==> config.mk <==
export PLATFORM = sky130hd
export DESIGN_NAME = char_ram_arbiter_flat
export DESIGN_NICKNAME = d
export VERILOG_FILES = /design/src/rtl/char_ram_arbiter_if.sv /design/src/rtl/char_ram_arbiter.sv /design/src/flat_wrapper.sv
export SDC_FILE = /design/constraint.sdc
export NUM_CORES = 1
export LEC_CHECK = 0
export BUFFER_PORTS_ARGS = -buffer_cell sky130_fd_sc_hd__buf_4
export CAP_MARGIN = 10
export CORE_MARGIN = 8
export CORE_UTILIZATION = 55
export DETAILED_ROUTE_END_ITERATION = 6
export HOLD_SLACK_MARGIN = 0.02
export PLACE_DENSITY_LB_ADDON = 0.25
export SYNTH_ARGS = -nofsm -noshare
export SYNTH_HDL_FRONTEND = slang
export SYNTH_SLANG_ARGS = --single-unit
==> constraint.sdc <==
create_clock -name clk -period 6.61 [get_ports clk]
set_clock_uncertainty 0.05 [all_clocks]
set_input_delay 0.3305 -clock clk [delete_from_list [all_inputs] [get_ports clk]]
set_output_delay 0.3305 -clock clk [all_outputs]
set_load 0.02 [all_outputs]
==> src/rtl/char_ram_arbiter_if.sv <==
// ----------------------------------------------------------------------------
// char_ram_arbiter_if
//   Bundles the two buses around the character RAM arbiter:
//   - the terminal writer req/ack port (wr_*)
//   - the single-port character RAM port (ram_*)
//   slave  : arbiter side (consumes writer requests, drives the RAM)
//   master : environment side (writer logic plus the RAM itself)
// Parameters
//   ADDR_W  RAM / writer address width
// ----------------------------------------------------------------------------
interface char_ram_arbiter_if #(
  parameter int ADDR_W = 12
) ();
  logic              wr_req;
  logic [ADDR_W-1:0] wr_addr;
  logic [7:0]        wr_data;
  logic              wr_ack;
  logic              wr_oob;
  logic              ram_en;
  logic              ram_we;
  logic [ADDR_W-1:0] ram_addr;
  logic [7:0]        ram_wdata;
  logic [7:0]        ram_rdata;

  modport slave (
    input  wr_req, wr_addr, wr_data, ram_rdata,
    output wr_ack, wr_oob, ram_en, ram_we, ram_addr, ram_wdata
  );

  modport master (
    output wr_req, wr_addr, wr_data, ram_rdata,
    input  wr_ack, wr_oob, ram_en, ram_we, ram_addr, ram_wdata
  );
endinterface

==> src/rtl/char_ram_arbiter.sv <==
// ----------------------------------------------------------------------------
// char_ram_arbiter
//   Shares the single-port character RAM of the pseudo-terminal between the
//   display scan-out, a clear-screen sweep and a req/ack terminal writer.
//   The character code of each 8-pixel cell is fetched two pixels ahead of
//   its first pixel so the glyph renderer never waits.
// Ports
//   clk        system clock
//   reset      synchronous reset, active-low
//   strobe     pixel enable from the 640x480 timing generator (1 clk wide)
//   xPos/yPos  current pixel column (0..799) / line (0..524)
//   clear_req  1-clk pulse, starts a clear sweep when not busy
//   busy       clear sweep in progress
//   char_code  character for the cell being displayed
//   char_valid 1-clk pulse when char_code updates
//   bus        writer port and RAM port (char_ram_arbiter_if.slave)
// ----------------------------------------------------------------------------
module char_ram_arbiter #(
  parameter int         COLS   = 80,
  parameter int         ROWS   = 30,
  parameter int         CELL_W = 8,
  parameter int         CELL_H = 16,
  parameter int         ADDR_W = 12,
  parameter logic [7:0] BLANK  = 8'h20
) (
  input  logic                clk,
  input  logic                reset,
  input  logic                strobe,
  input  logic [9:0]          xPos,
  input  logic [9:0]          yPos,
  input  logic                clear_req,
  output logic                busy,
  output logic [7:0]          char_code,
  output logic                char_valid,
  char_ram_arbiter_if.slave   bus
);

  localparam int CW_SH     = $clog2(CELL_W);
  localparam int CH_SH     = $clog2(CELL_H);
  localparam int NCELL     = COLS * ROWS;
  localparam int ACT_LINES = ROWS * CELL_H;

  // Operation occupying the RAM during the current cycle. CAPTURE marks the
  // idle cycle in which fetched data is returning from the RAM.
  localparam logic [2:0] S_IDLE    = 3'd0;
  localparam logic [2:0] S_FETCH   = 3'd1;
  localparam logic [2:0] S_CAPTURE = 3'd2;
  localparam logic [2:0] S_WRITE   = 3'd3;
  localparam logic [2:0] S_CLEAR   = 3'd4;

  // row * COLS built only from shifted copies of row, one per set bit of COLS.
  function automatic logic [ADDR_W-1:0] row_times_cols(input logic [9:0] row);
    logic [ADDR_W-1:0] acc;
    acc = '0;
    for (int b = 0; b < 31; b++) begin
      if (((COLS >> b) & 1) == 1) acc = acc + (ADDR_W'(row) << b);
    end
    return acc;
  endfunction

  logic [2:0]        r_state;
  logic              r_vld_p1;
  logic              r_en;
  logic              r_we;
  logic [ADDR_W-1:0] r_addr;
  logic [7:0]        r_wdata;
  logic              r_wr_ack;
  logic              r_wr_oob;
  logic              r_busy;
  logic [ADDR_W:0]   r_cnt;
  logic [7:0]        r_char_code;
  logic              r_char_valid;

  logic [9:0]        w_xcell;
  logic              w_col_trig;
  logic              w_eol_trig;
  logic [9:0]        w_line;
  logic [9:0]        w_row;
  logic [ADDR_W-1:0] w_col;
  logic [ADDR_W-1:0] w_fetch_addr;
  logic              w_trig;
  logic              w_start_clr;
  logic              w_clr_go;
  logic              w_wr_go;
  logic              w_wr_oob;

  // Trigger decode: two pixels before a cell boundary (cols 1..COLS-1 of
  // the current line) or at xPos 798 for col 0 of the following line.
  always_comb begin
    w_xcell    = xPos >> CW_SH;
    w_col_trig = strobe && ((xPos & 10'(CELL_W - 1)) == 10'(CELL_W - 2)) &&
                 (w_xcell < 10'(COLS - 1));
    w_eol_trig = strobe && (xPos == 10'd798);
    if (w_eol_trig) begin
      w_line = (yPos == 10'd524) ? 10'd0 : yPos + 10'd1;
      w_col  = '0;
    end else begin
      w_line = yPos;
      w_col  = ADDR_W'(w_xcell + 10'd1);
    end
    w_row        = w_line >> CH_SH;
    w_fetch_addr = row_times_cols(w_row) + w_col;
    w_trig       = (w_col_trig || w_eol_trig) && (w_line < 10'(ACT_LINES));
  end

  // Slot arbitration for the next cycle. The slot is decided on the same edge
  // the trigger is sampled and fetch always wins, so a trigger that lands
  // during a write/clear cycle is served in the very next cycle.
  always_comb begin
    w_start_clr = clear_req && !r_busy;
    w_clr_go    = r_busy && (r_cnt != (ADDR_W + 1)'(NCELL)) && !w_trig;
    // r_wr_ack blocks a second ack while the writer is still lowering wr_req.
    w_wr_go     = bus.wr_req && !r_busy && !w_start_clr && !w_trig && !r_wr_ack;
    w_wr_oob    = ({1'b0, bus.wr_addr} >= (ADDR_W + 1)'(NCELL));
  end

  always_ff @(posedge clk) begin
    if (!reset) begin
      r_state      <= S_IDLE;
      r_vld_p1     <= 1'b0;
      r_en         <= 1'b0;
      r_we         <= 1'b0;
      r_addr       <= '0;
      r_wdata      <= '0;
      r_wr_ack     <= 1'b0;
      r_wr_oob     <= 1'b0;
      r_busy       <= 1'b0;
      r_cnt        <= '0;
      r_char_code  <= '0;
      r_char_valid <= 1'b0;
    end else begin
      r_en         <= 1'b0;
      r_we         <= 1'b0;
      r_wr_ack     <= 1'b0;
      r_wr_oob     <= 1'b0;
      r_char_valid <= 1'b0;
      r_state      <= (r_state == S_FETCH) ? S_CAPTURE : S_IDLE;

      // p0 -> p1: fetch cycle done, RAM output valid during the next cycle
      r_vld_p1 <= (r_state == S_FETCH);

      // p1 -> p2: capture the returned character
      if (r_vld_p1) begin
        r_char_code  <= bus.ram_rdata;
        r_char_valid <= 1'b1;
      end

      if (w_trig) begin
        r_state <= S_FETCH;
        r_en    <= 1'b1;
        r_addr  <= w_fetch_addr;
      end else if (w_clr_go) begin
        r_state <= S_CLEAR;
        r_en    <= 1'b1;
        r_we    <= 1'b1;
        r_addr  <= r_cnt[ADDR_W-1:0];
        r_wdata <= BLANK;
        r_cnt   <= r_cnt + 1'b1;
      end else if (w_wr_go) begin
        r_wr_ack <= 1'b1;
        if (w_wr_oob) begin
          r_wr_oob <= 1'b1;
        end else begin
          r_state <= S_WRITE;
          r_en    <= 1'b1;
          r_we    <= 1'b1;
          r_addr  <= bus.wr_addr;
          r_wdata <= bus.wr_data;
        end
      end

      // The counter reaching NCELL means the last blank was written in the
      // cycle just ended, so the sweep is over.
      if (w_start_clr) begin
        r_busy <= 1'b1;
        r_cnt  <= '0;
      end else if (r_busy && (r_cnt == (ADDR_W + 1)'(NCELL))) begin
        r_busy <= 1'b0;
      end
    end
  end

  assign bus.ram_en    = r_en;
  assign bus.ram_we    = r_we;
  assign bus.ram_addr  = r_addr;
  assign bus.ram_wdata = r_wdata;
  assign bus.wr_ack    = r_wr_ack;
  assign bus.wr_oob    = r_wr_oob;
  assign busy          = r_busy;
  assign char_code     = r_char_code;
  assign char_valid    = r_char_valid;

endmodule

==> src/flat_wrapper.sv <==
// flat-port wrapper written by rule: the top's interface ports become plain ports
module char_ram_arbiter_flat 
#(
  parameter int         COLS   = 80,
  parameter int         ROWS   = 30,
  parameter int         CELL_W = 8,
  parameter int         CELL_H = 16,
  parameter int         ADDR_W = 12,
  parameter logic [7:0] BLANK  = 8'h20
)
  (clk, reset, strobe, xPos, yPos, clear_req, busy, char_code, char_valid, bus_wr_req, bus_wr_addr, bus_wr_data, bus_ram_rdata, bus_wr_ack, bus_wr_oob, bus_ram_en, bus_ram_we, bus_ram_addr, bus_ram_wdata);
  char_ram_arbiter_if #(.ADDR_W(ADDR_W)) bus_i ();
  input  logic clk;
  input  logic reset;
  input  logic strobe;
  input  logic [9:0] xPos;
  input  logic [9:0] yPos;
  input  logic clear_req;
  output logic busy;
  output logic [7:0] char_code;
  output logic char_valid;
  input wire logic [$bits(bus_i.wr_req)-1:0] bus_wr_req;
  input wire logic [$bits(bus_i.wr_addr)-1:0] bus_wr_addr;
  input wire logic [$bits(bus_i.wr_data)-1:0] bus_wr_data;
  input wire logic [$bits(bus_i.ram_rdata)-1:0] bus_ram_rdata;
  output wire logic [$bits(bus_i.wr_ack)-1:0] bus_wr_ack;
  output wire logic [$bits(bus_i.wr_oob)-1:0] bus_wr_oob;
  output wire logic [$bits(bus_i.ram_en)-1:0] bus_ram_en;
  output wire logic [$bits(bus_i.ram_we)-1:0] bus_ram_we;
  output wire logic [$bits(bus_i.ram_addr)-1:0] bus_ram_addr;
  output wire logic [$bits(bus_i.ram_wdata)-1:0] bus_ram_wdata;
  assign bus_i.wr_req = bus_wr_req;
  assign bus_i.wr_addr = bus_wr_addr;
  assign bus_i.wr_data = bus_wr_data;
  assign bus_i.ram_rdata = bus_ram_rdata;
  assign bus_wr_ack = bus_i.wr_ack;
  assign bus_wr_oob = bus_i.wr_oob;
  assign bus_ram_en = bus_i.ram_en;
  assign bus_ram_we = bus_i.ram_we;
  assign bus_ram_addr = bus_i.ram_addr;
  assign bus_ram_wdata = bus_i.ram_wdata;
  char_ram_arbiter #(.COLS(COLS), .ROWS(ROWS), .CELL_W(CELL_W), .CELL_H(CELL_H), .ADDR_W(ADDR_W), .BLANK(BLANK)) u_core (.clk(clk), .reset(reset), .strobe(strobe), .xPos(xPos), .yPos(yPos), .clear_req(clear_req), .busy(busy), .char_code(char_code), .char_valid(char_valid), .bus(bus_i));
endmodule
==> flow_summary_export.csv <==
group,metric,value,unit
worst_setup_path,cp-end-kind,"register",
clock_tree,post_cts_buffers,0,
global_routing,grt_pass1_vias,2626,
synthesis,yosys.area.top_type,"dfxtp_1",
route,post-route-drc-count,0,
global_routing,antenna_found_initial,0,
worst_setup_path,r2r_start,"u_core.busy",
worst_setup_path,startpoint,"xPos[7]",
run,maxCapViolCount,0,
worst_setup_path,worstRegToRegCells,5,
route,viasPerCell,5.71,
synthesis,synthSimpleGateAreaFrac,23.7,%
route,antenna_left,0,
worst_setup_path,r2r_end,"u_core.bus.ram_wdata[0]",
sta,min_period,3.78,ns
worst_setup_path,endpoint,"u_core.bus.ram_addr[11]",
clock_tree,cts_inserted_buffers,5,
pwr,p_total,0.707,mW
worst_setup_path,crit_path_start_kind,"input port",
clock_tree,clk_latency,0.32,ns
worst_setup_path,cp_top_family,"simple AND/OR/NAND/NOR gates",
global_routing,grt_pass1_wl,12.2,mm
clock_tree,clock_path_buffers,2,
synthesis,synth_fa_ha_area_share,7.89,%
layout,syn2layout_area_growth,28.4,%
global_routing,overflow,0,
layout,drive_above_1_share,24.3,%
layout,fin_util,71.9,%
floorplan,floorplan.core_area,5040,um^2
route,drt_first_pass_iters,5,
worst_setup_path,r2r_setup_slack,3.67,ns
floorplan,initial_utilization,56.0,%
floorplan,fp.dieW,87.7,um
placed_design,io_buffers,86,
synthesis,synth-main-ff-cell,"dfxtp_1",
synthesis,synthMuxAreaShare,3.19,%
pwr,powerDensity,195,nW/um^2
sta,slew_viol_final,0,
synthesis,synth.distinct_cells,46,
clock_tree,cts.sinks,51,
synthesis,yosys-top-cells-count,"51 x dfxtp_1, 38 x nor2_1, 33 x nand2_1, 30 x a21oi_1, 16 x inv_1",
sta,rsz0062_at_grt,"false",
worst_setup_path,worst_path_largest_cell_delay,0.55,ns
sta,finalSetupTns,0,ns
synthesis,synth_cells,336,
synthesis,synth.area.top_cells,"dfxtp_1 36%, ha_1 5.8%, a21oi_1 5.3%",
worst_setup_path,crit_path_max_fanout,5,
sta,worst_slew_pin_slew,0.817,ns
pwr,cellLeakagePower,1.52,nW
clock_tree,cts.clk_slew.worst_paths,0.10,ns
worst_setup_path,crit_arrival,3.89,ns
route,drt_iter0_markers,235,
clock_tree,htree_levels,2,
global_routing,grt.total_usage,19.8,%
sta,fin_crit_sh,57.1,%
route,drt-total-wl,7.69,mm
synthesis,synth-seq-cells,51,
clock_tree,cts_tree,"built",
sta,max-slew-margin-rel,45.5,%
clock_tree,cts_resized,0,
synthesis,synth_top_family_by_area,"simple AND/OR/NAND/NOR gates",
worst_setup_path,cp_slowest_cell,"or4b_4",
sta,max_freq,265,MHz
synthesis,synth_edf_count,0,
hold_path,holdCritPathClass,"in -> reg",
worst_setup_path,cp_data_required_time,6.72,ns
synthesis,synth_top_area_share,36.2,%
sta,setup_viol,0,
floorplan,rows,26,
synthesis,synth_compound_area_share,20.4,%
route,wire_per_inst,15.8,um
synthesis,avgSynthCellArea,8.40,um^2
worst_setup_path,path_cells,"buf_4, or4b_4, or3_1, nor3_1, xor2_1, inv_1, fa_1, inv_1, fa_1, a21oi_1, nor2_1, nor2_1, o21ai_0, a21oi_1, a211oi_1",
layout,diodes,0,
placed_design,pre_cts_slack,2.49,ns
floorplan,num_io_pins,87,
hold_path,hold_depth,2,
placed_design,dp_hpwl,5.72,mm
sta,hold_viol,0,
worst_setup_path,worstSetupPathDepth,15,
synthesis,yosysWarnings,0,
worst_setup_path,critical_path_class,"in -> reg",
placed_design,gp_congestion,0.869,
route,num_vias,2777,
clock_tree,postCtsHoldBufs,0,
clock_tree,root_buffer,"clkbuf_8",
floorplan,die-height,87.7,um
worst_setup_path,worst-path-buf-inv,3,
synthesis,synthesis.nets,405,
floorplan,die_area,7680,um^2
synthesis,netlist_area,2820,um^2
synthesis,async_reset_ff_share,0,%
sta,fin_ws,2.83,ns
global_routing,grt_max_degree,57,
status,run_status,"finished, final reports clean",
synthesis,synth_xor_area_share,4.03,%
pwr,max-vdd-ir-drop,0.0000897,V
synthesis,synth.most_common_cell,"dfxtp_1",
synthesis,seq_area_frac_synth,36.2,%
layout,layout.nets,484,
registers in the layout, summed over array words and instances, names as in the netlist:
signal and count:
u_core.r_cnt 13, u_core.bus.ram_addr 12, u_core.bus.ram_wdata 8, u_core.char_code 8, u_core.r_state 3, u_core.bus.ram_en 1, u_core.bus.ram_we 1, u_core.bus.wr_ack 1
u_core.bus.wr_oob 1, u_core.busy 1, u_core.char_valid 1, u_core.r_vld_p1 1
placed cells by master, fill, tap and decap left out, types with 2 or more instances in the layout:
master,netlist,final
o21a_1,2,2
nor2_1,38,38
a31oi_1,2,2
fa_1,3,3
xnor2_1,8,8
a211o_1,4,4
xor2_1,5,5
dfxtp_1,51,51
and3_1,2,2
nand3_1,13,13
clkbuf_8,0,5
or3_1,9,9
o21ai_0,9,9
a311o_1,5,5
nand2b_1,5,5
mux2i_1,9,9
a21oi_1,30,30
o211ai_1,2,2
ha_1,13,13
o22ai_1,5,5
a211oi_1,2,2
inv_1,16,16
o31ai_1,10,10
nand2_1,33,33
and2_1,2,2
nor3_1,4,4
a32o_1,7,7
buf_4,0,88
nand4_1,5,5
a21o_1,2,2
or4_1,10,10
how the worst min path moves through the flow:
stage,startpoint,to,slack (ns)
after floorplan,u_core.r_state[0],u_core.r_vld_p1,0.37
after global placement,u_core.bus.ram_wdata[5],u_core.bus.ram_wdata[5],0.38
after detailed placement,u_core.bus.ram_wdata[5],u_core.bus.ram_wdata[5],0.39
after CTS,bus_wr_data[1],u_core.bus.ram_wdata[1],0.17
after global routing,bus_wr_data[6],u_core.bus.ram_wdata[6],0.17
final,bus_wr_data[1],u_core.bus.ram_wdata[1],0.16
worst reg2reg max path, stage by stage (launching register included):
cell      delay, ns
dfxtp_1        0.40
or4b_2         0.77
a311o_1        0.59
nand2_1        0.43
nand2b_1       0.27
a32o_1         0.33
stage by stage:
step	instances	instance area, um^2	hold WS (ns)
5_1_grt	486	3630	0.168
4_1_cts	486	3630	0.167
3_3_place_gp	478	3510	0.384
3_5_place_dp	478	3510	0.392
6_report	486	3630	0.163
2_1_floorplan	336	2820	0.369
cell type report:
class | count | area [um^2]
repair buffers | 88 | 661
clock buffers | 5 | 68.8
flip-flops and latches | 51 | 1020
fillers | 420 | 1420
inverters | 16 | 60.1
multi-input cells | 253 | 1680
well taps | 70 | 87.6
clock inverters | 3 | 46.3
report_power, final:
part / switching (mW) / total [mW] / internal (mW)
registers: 0.00833 / 0.328 / 0.320
logic: 0.0834 / 0.156 / 0.0727
clock network: 0.109 / 0.223 / 0.114
total: 0.200 / 0.707 / 0.507
per-layer routing:
| metal | global-route usage [%] | up-vias | part of all wire [%] |
|---|---|---|---|
| li1 | - | 1386 | - |
| met1 | 22.3 | 1290 | 41 |
| met2 | 35.3 | 84 | 52 |
| met5 | 0 | - | 0 |
| met3 | 4.60 | 17 | 5.2 |
| met4 | 7.50 | 0 | 1.8 |
cell families (layout without fill, tap and decap cells):
family / Yosys count / count (layout)
AND/OR/NAND/NOR: 131 / 131
AO/OA/AOI/OAI: 84 / 84
flip-flops: 51 / 51
buffers and inverters: 32 / 112
adder cells (fa/ha/maj): 16 / 16
XOR/XNOR: 13 / 13
multiplexers: 9 / 9
(Power assumes the default switching activity.)
